File: src/rtl/uart_pkg.sv
// Constants and state type shared by the UART transmit serializer and the receive-side assembler.
package uart_pkg;

    localparam int BYTE_W     = 8;
    localparam int WORD_BYTES = 4;
    localparam int WORD_W     = BYTE_W * WORD_BYTES;
    localparam int IDX_W      = 3;

    typedef enum logic [1:0] {
        IDLE  = 2'd0,
        START = 2'd1,
        WAIT  = 2'd2,
        GAP   = 2'd3
    } tx_state_e;

    // Byte idx of a word, LSB first; indices past the word return zero.
    function automatic logic [BYTE_W-1:0] word_byte(input logic [WORD_W-1:0] word,
                                                    input logic [IDX_W-1:0]  idx);
        word_byte = BYTE_W'(word >> (BYTE_W * int'(idx)));
    endfunction

endpackage

File: src/rtl/uart_tx_serializer.sv
// Splits 32-bit words into LSB-first bytes for a byte UART, handshaking via tx_start/tx_done.
// Define UART_TX_SERIALIZER_CHECKSUM_EN to append an XOR checksum byte after byte3.
module uart_tx_serializer
    import uart_pkg::*;
#(
    parameter int GAP_CYCLES = 0
) (
    input  logic              clk,
    input  logic              rst,
    input  logic [WORD_W-1:0] tx_word,
    input  logic              tx_word_valid,
    output logic              tx_word_ready,
    output logic              tx_start,
    output logic [BYTE_W-1:0] tx_byte,
    input  logic              tx_done,
    output logic              busy,
    output logic              word_done
);

    localparam logic [7:0] GAP_LOAD = 8'(GAP_CYCLES);
`ifdef UART_TX_SERIALIZER_CHECKSUM_EN
    localparam logic [IDX_W-1:0] LAST_IDX = IDX_W'(WORD_BYTES);
`else
    localparam logic [IDX_W-1:0] LAST_IDX = IDX_W'(WORD_BYTES - 1);
`endif

    tx_state_e         state_q, state_d;
    logic [WORD_W-1:0] hold_q, hold_d;
    logic [IDX_W-1:0]  idx_q, idx_d;
    logic [7:0]        gap_q, gap_d;
    logic              done_q, done_d;
    logic              word_done_q, word_done_d;
    logic [BYTE_W-1:0] cur_byte;

    always_ff @(posedge clk or posedge rst) begin
        if (rst) begin
            state_q     <= IDLE;
            hold_q      <= '0;
            idx_q       <= '0;
            gap_q       <= '0;
            done_q      <= 1'b0;
            word_done_q <= 1'b0;
        end else begin
            state_q     <= state_d;
            hold_q      <= hold_d;
            idx_q       <= idx_d;
            gap_q       <= gap_d;
            done_q      <= done_d;
            word_done_q <= word_done_d;
        end
    end

`ifdef UART_TX_SERIALIZER_CHECKSUM_EN
    always_comb begin
        cur_byte = word_byte(hold_q, idx_q);
        if (idx_q == LAST_IDX) begin
            cur_byte = '0;
            for (int i = 0; i < WORD_BYTES; i++) begin
                cur_byte = cur_byte ^ hold_q[i*BYTE_W +: BYTE_W];
            end
        end
    end
`else
    assign cur_byte = word_byte(hold_q, idx_q);
`endif

    // tx_done is registered only while waiting, so pulses in IDLE/START/GAP never count
    // and the next byte starts two cycles after the done pulse.
    always_comb begin
        state_d     = state_q;
        hold_d      = hold_q;
        idx_d       = idx_q;
        gap_d       = gap_q;
        done_d      = tx_done && (state_q == WAIT);
        word_done_d = 1'b0;
        case (state_q)
            IDLE: begin
                if (tx_word_valid) begin
                    hold_d  = tx_word;
                    idx_d   = '0;
                    state_d = START;
                end
            end
            START: state_d = WAIT;
            WAIT: begin
                if (done_q) begin
                    if (idx_q == LAST_IDX) begin
                        idx_d       = '0;
                        word_done_d = 1'b1;
                        state_d     = IDLE;
                    end else begin
                        idx_d = idx_q + 1'b1;
                        if (GAP_CYCLES > 0) begin
                            gap_d   = GAP_LOAD;
                            state_d = GAP;
                        end else begin
                            state_d = START;
                        end
                    end
                end
            end
            GAP: begin
                gap_d = gap_q - 8'd1;
                if (gap_q <= 8'd1) begin
                    gap_d   = '0;
                    state_d = START;
                end
            end
            default: state_d = IDLE;
        endcase
    end

    assign tx_word_ready = (state_q == IDLE);
    assign busy          = (state_q != IDLE);
    assign tx_start      = (state_q == START);
    assign tx_byte       = (state_q == IDLE) ? '0 : cur_byte;
    assign word_done     = word_done_q;

endmodule

File: config.mk
export PLATFORM = sky130hd
export DESIGN_NAME = uart_tx_serializer
export DESIGN_NICKNAME = d
export VERILOG_FILES = /design/src/rtl/uart_pkg.sv /design/src/rtl/uart_tx_serializer.sv
export SDC_FILE = /design/constraint.sdc
export NUM_CORES = 1
export LEC_CHECK = 0
export CORE_UTILIZATION = 54
export CTS_BUF_LIST = sky130_fd_sc_hd__clkbuf_4 sky130_fd_sc_hd__clkbuf_8 sky130_fd_sc_hd__clkbuf_16
export DETAILED_ROUTE_END_ITERATION = 12
export GPL_ROUTABILITY_DRIVEN = 0
export PLACE_DENSITY = 0.84
export SYNTH_ARGS = -nofsm -noshare
export SYNTH_HDL_FRONTEND = slang
export SYNTH_SLANG_ARGS = --single-unit
File: constraint.sdc
create_clock -name clk -period 5.1 [get_ports clk]
set_clock_uncertainty 0.1 [all_clocks]
set_input_delay 1.02 -clock clk [delete_from_list [all_inputs] [get_ports clk]]
set_output_delay 1.02 -clock clk [all_outputs]
set_load 0.05 [all_outputs]
# Word-level counts from Yosys, hierarchy flattened
# Index checks and enable logic that the tools add are counted.
word_totals:
  reg_bits: 47
  output_inout_bits: 12
  wordCells: 38
op_classes:
  n_addsub: 2
  order_cmp: 1
  eq_ne: 7
  shifts: 1
  n_mux: 14
  reduce_logical: 7
ops:
  columns: ["op", "count"]
  rows:
  - ["32-bit by 6-bit right shift with 8-bit output", 1]
  - ["8-bit two-way mux", 2]
  - ["3-bit two-way mux", 3]
  - ["8-bit by 1-bit <= comparator with 1-bit output, second input constant", 1]
  - ["2-bit case mux with 4 select lines", 1]
  - ["8-bit by 1-bit subtractor with 8-bit output, second input constant", 1]
  - ["2-bit two-way mux", 3]
  - ["2-bit inequality test, second input constant", 3]
  - ["3-bit case mux with 2 select lines", 1]
  - ["3-bit AND reduction", 2]
  - ["2-bit == test, second input constant", 2]
  - ["1-bit two-way mux", 4]
  - ["2-bit nonzero test", 2]
  - ["3-bit by 1-bit adder with 3-bit output, second input constant", 1]
  - ["3-bit by 2-bit == test with 1-bit output, second input constant", 1]
  - ["2-bit by 1-bit == test with 1-bit output, second input constant", 1]
  - ["2-bit logical NOT", 1]
  - ["2-bit AND reduction", 1]
  - ["1-bit logical AND", 1]

# Longest topological paths before layout
logic_depth:
  ltp_word: 4
  mapped_depth: 6
  ltp_nobuf: 6

# Worst setup path after synthesis
# Ideal clock, no wire load.
synth_timing:
  path_kind: "reg2out"
  start: "register state_q[1]"
  end: "output tx_byte[0]"
  arrival_ns: 1.888
  t_required_ns: 3.980
  slack_ns: 2.092
  path_stages_with_launch: 5
  n_path_buf: 1
  path_cell_list: "dfrtp_1 -> nor2_1 -> or2_2 -> clkbuf_1 -> nor2b_1"
synth_via:
  elab_chain_cells: 2
synth_rtl:
  columns: ["item", "line_no", "rtl"]
  rows:
  - ["start, declared", "uart_tx_serializer.sv:27", "tx_state_e state_q, state_d;"]
  - ["start signal, assigned", "uart_tx_serializer.sv:44", "state_q <= state_d;"]
  - ["2-bit logical NOT", null, null]
  - ["named net tx_word_ready", "uart_tx_serializer.sv:12", "output logic tx_word_ready,"]
  - ["8-bit two-way mux", "uart_tx_serializer.sv:116", "assign tx_byte = (state_q == IDLE) ? '0 : cur_byte;"]
  - ["end, declared", "uart_tx_serializer.sv:14", "output logic [BYTE_W-1:0] tx_byte,"]
# The timed path passes the listed nets, and every way through them passes these cells.

# Worst setup path after layout
layout_timing:
  start: "register idx_q[0]"
  end: "output tx_byte[7]"
layout_via:
  elab_chain_cells: 2
layout_rtl:
  columns: ["item", "line_no", "rtl"]
  rows:
  - ["start, declared", "uart_tx_serializer.sv:29", "logic [IDX_W-1:0] idx_q, idx_d;"]
  - ["start signal, assigned", "uart_tx_serializer.sv:46", "idx_q <= idx_d;"]
  - ["32-bit by 6-bit right shift with 8-bit output", "uart_pkg.sv:19", "word_byte = BYTE_W'(word >> (BYTE_W * int'(idx)));"]
  - ["8-bit two-way mux", "uart_tx_serializer.sv:116", null]
# Every way passes these cells.

==> reports/results.txt <==
HP Start - hold_q[9]
syn_area_per_cell - 13.19 um^2
power share of the clock group - 16.1%
initial antenna violation count - 0
final WL - 4374 um
final hold violations - 0
largest area contributor in the netlist - dfrtp_1
TritonCTS clock tree - built
die width - 66.06 um
crit-path cells - mux4_2 -> nor2b_1 -> clkdlybuf4s50_1
min-delay worst type - flip-flop to flip-flop
CORE AREA - 0.003799 mm^2
RSZ-0062 raised after global routing - false
Setup crit start - idx_q[0]
dominant cells by area after synthesis - dfrtp_1 (53%), mux2_2 (15%), mux4_2 (8.1%), nor2b_1 (2.5%), mux2_1 (2.0%)
Crit Path Max Fanout - 12
vias in the first global route - 1453
Seq cells post-synth - 47
Post-CTS Hold Buffers - 0
DRT iter0 DRCs - 79
antenna cells - 0
CP arrival - 2440 ps
first-pass GRT wire length - 6982 um
share of layout cells above drive strength 1 - 24.07%
sequential share of power - 36.4%
TritonCTS Sinks - 47
Synth top area share - 53.08%
CP top delay family - buffers and inverters
clock-pin slew on the worst setup and hold paths - 90 ps
startpoint types - flip-flop
Synth Warn # - 0
multi-input logic area - 974.7 um^2
Final Instance Area - 0.002829 mm^2
final net count - 254
largest net degree at the start of global routing - 48
Die Y - 66.06 um
post-synthesis cell count - 168
Slew Limit Fails - 0
worst-skew pair later-pin latency - 300 ps
Setup violations, final - 0
pin slew with the least headroom to its limit - 945.0 ps
Crit. End Element - output port
# fillers - 256
WP data required - 3980 ps
Post-DP Area - 0.002711 mm^2
placed insts - 256
Post-CTS Setup Inserts - 0
via count - 1478
CTS buffer count - 5
number of distinct library cells after synthesis - 37
Seq. cell area - 0.001176 mm^2
combinational power share - 47.5%
Max-slew headroom - 36.91%
Sum Neg Setup Slack - 0 ps
number of buffers added on ports - 47
final worst path period need - 3557 ps
Die ar. - 0.004364 mm^2
period utilisation layout - 69.75%
I/O Pins - 48
clk root buf - clkbuf_8
Final ANT Viol Nets - 0
Layout area overhead - 27.67%
1st-pass router iterations - 4
Max Freq - 281.1 MHz
Seq/Total Area, Yosys - 53.08%
Syn Nets - 207
final core occ - 74.47%
final non-filler cell total - 264
internal power - 1.075 mW
r2r startpoint - state_q[0]
Initial Util - 58.33%
Residual DRC - 0
gr usage total - 22.41%
WL/cell - 16.57 um
P per Cell Area - 616.7 mW/mm^2
Buf/Inv on CP - 1
Post-CTS Resized - 0
highest-count cells in the layout ignoring fill and taps - dfrtp_1 (47), clkdlybuf4s50_1 (47), mux2_2 (29), nor2b_1 (9), mux4_2 (8)
GRT Residual Overflow - 0
row cnt - 22
slowest CP cell - clkdlybuf4s50_1
Max-Cap Viols - 0
outcome - finished clean
switching power - 0.6693 mW
WS Path Type - flip-flop to output port
Post-Syn Area - 0.002216 mm^2
CP max stage delay - 710 ps
HPWL after DPL - 3098 um
H-tree Lvls - 2
maximum buffer depth of the clock tree - 2
Pwr Total - 1.745 mW
Net Sw Frac - 38.36%
worst vdd ir - 0.0003139 V
DR vias/cell - 5.598
P_leak - 1.184 nW
## flip-flops by register name, indices dropped and copies added (netlist names)
register	flops
done_q	1
gap_q	8
hold_q	32
idx_q	3
state_q	2
word_done	1
## worst paths after layout
path	endpoint	slack, ps	cells after the start
max reg2reg	hold_q[1]	3200	4
min reg2reg	hold_q[9]	390	1
max in group asynchronous	hold_q[7]	3150	2
min in group asynchronous	gap_q[0]	1160	2
max	tx_byte[7]	1540	3
min	hold_q[9]	390	1
## cells by family after synthesis
family | count (synthesis) | synth area share (%)
adders and majority gates | 3 | 1.694
AOI/OAI and AO/OA | 20 | 5.816
buffers and inverters | 14 | 2.936
muxes | 41 | 24.90
and+or+nand+nor | 43 | 11.58
DFF | 47 | 53.08
## per-stage QoR
step	worst slack, ps	hold WS (ps)
finish	1543	394.1
global route	1441	416.6
CTS	1522	401.5
detailed placement	1856	381.4
global placement	1901	365.1
floorplan	2092	336.9
## cell type report
class,instances,share of cell area (%)
flip-flops and latches,47,41.57
well taps,48,2.123
clock inverters,2,1.238
inverters,6,0.7961
clock buffers,6,2.919
multi-input cells,107,34.45
repair buffers,48,16.90
## power groups by stage
stage / Combinational, mW / Clock [mW] / Sequential (mW)
floorplan: 0.657 / 0 / 0.579
global placement: 0.806 / 0 / 0.628
detailed placement: 0.830 / 0 / 0.645
CTS: 0.837 / 0.284 / 0.636
global route: 0.878 / 0.296 / 0.658
finish: 0.829 / 0.281 / 0.635
## metal layers
metal / wire [um] / global-route usage, % / vias to the layer above
li1: - / - / 699
met3: 184 / 5.517 / 7
met1: 1843 / 28.22 / 733
met2: 2261 / 37.76 / 39
met4: 85 / 7.713 / 0
met5: 0 / 0 / -
## synthesized netlist by cell type
| library cell | number |
|---|---|
| nand2b_4 | 1 |
| nor4_2 | 1 |
| nor3b_1 | 1 |
| o21a_1 | 1 |
| a21boi_0 | 1 |
| or2_2 | 1 |
| mux2_1 | 4 |
| dfrtp_1 | 47 |
| mux2_2 | 29 |
| and2_1 | 1 |
| nor4_1 | 3 |
| or3_1 | 1 |
| ha_1 | 3 |
| or3_4 | 1 |
| o21ai_0 | 5 |
| mux4_2 | 8 |
| o21ai_1 | 1 |
| a21oi_1 | 4 |
| inv_1 | 6 |
| a22o_1 | 2 |
| clkbuf_1 | 3 |
| nand2_1 | 7 |
| nor2_1 | 7 |
| buf_2 | 1 |
| or4_1 | 3 |
| buf_4 | 3 |
| nand3_1 | 1 |
| nor3_1 | 2 |
| nand3b_1 | 1 |
| nor2b_1 | 9 |
| and2_2 | 1 |
| o31ai_1 | 2 |
| o41ai_1 | 1 |
| a21o_1 | 1 |
| nand2b_1 | 2 |
| o21bai_1 | 2 |
| buf_1 | 1 |
(Power assumes the default switching activity.)
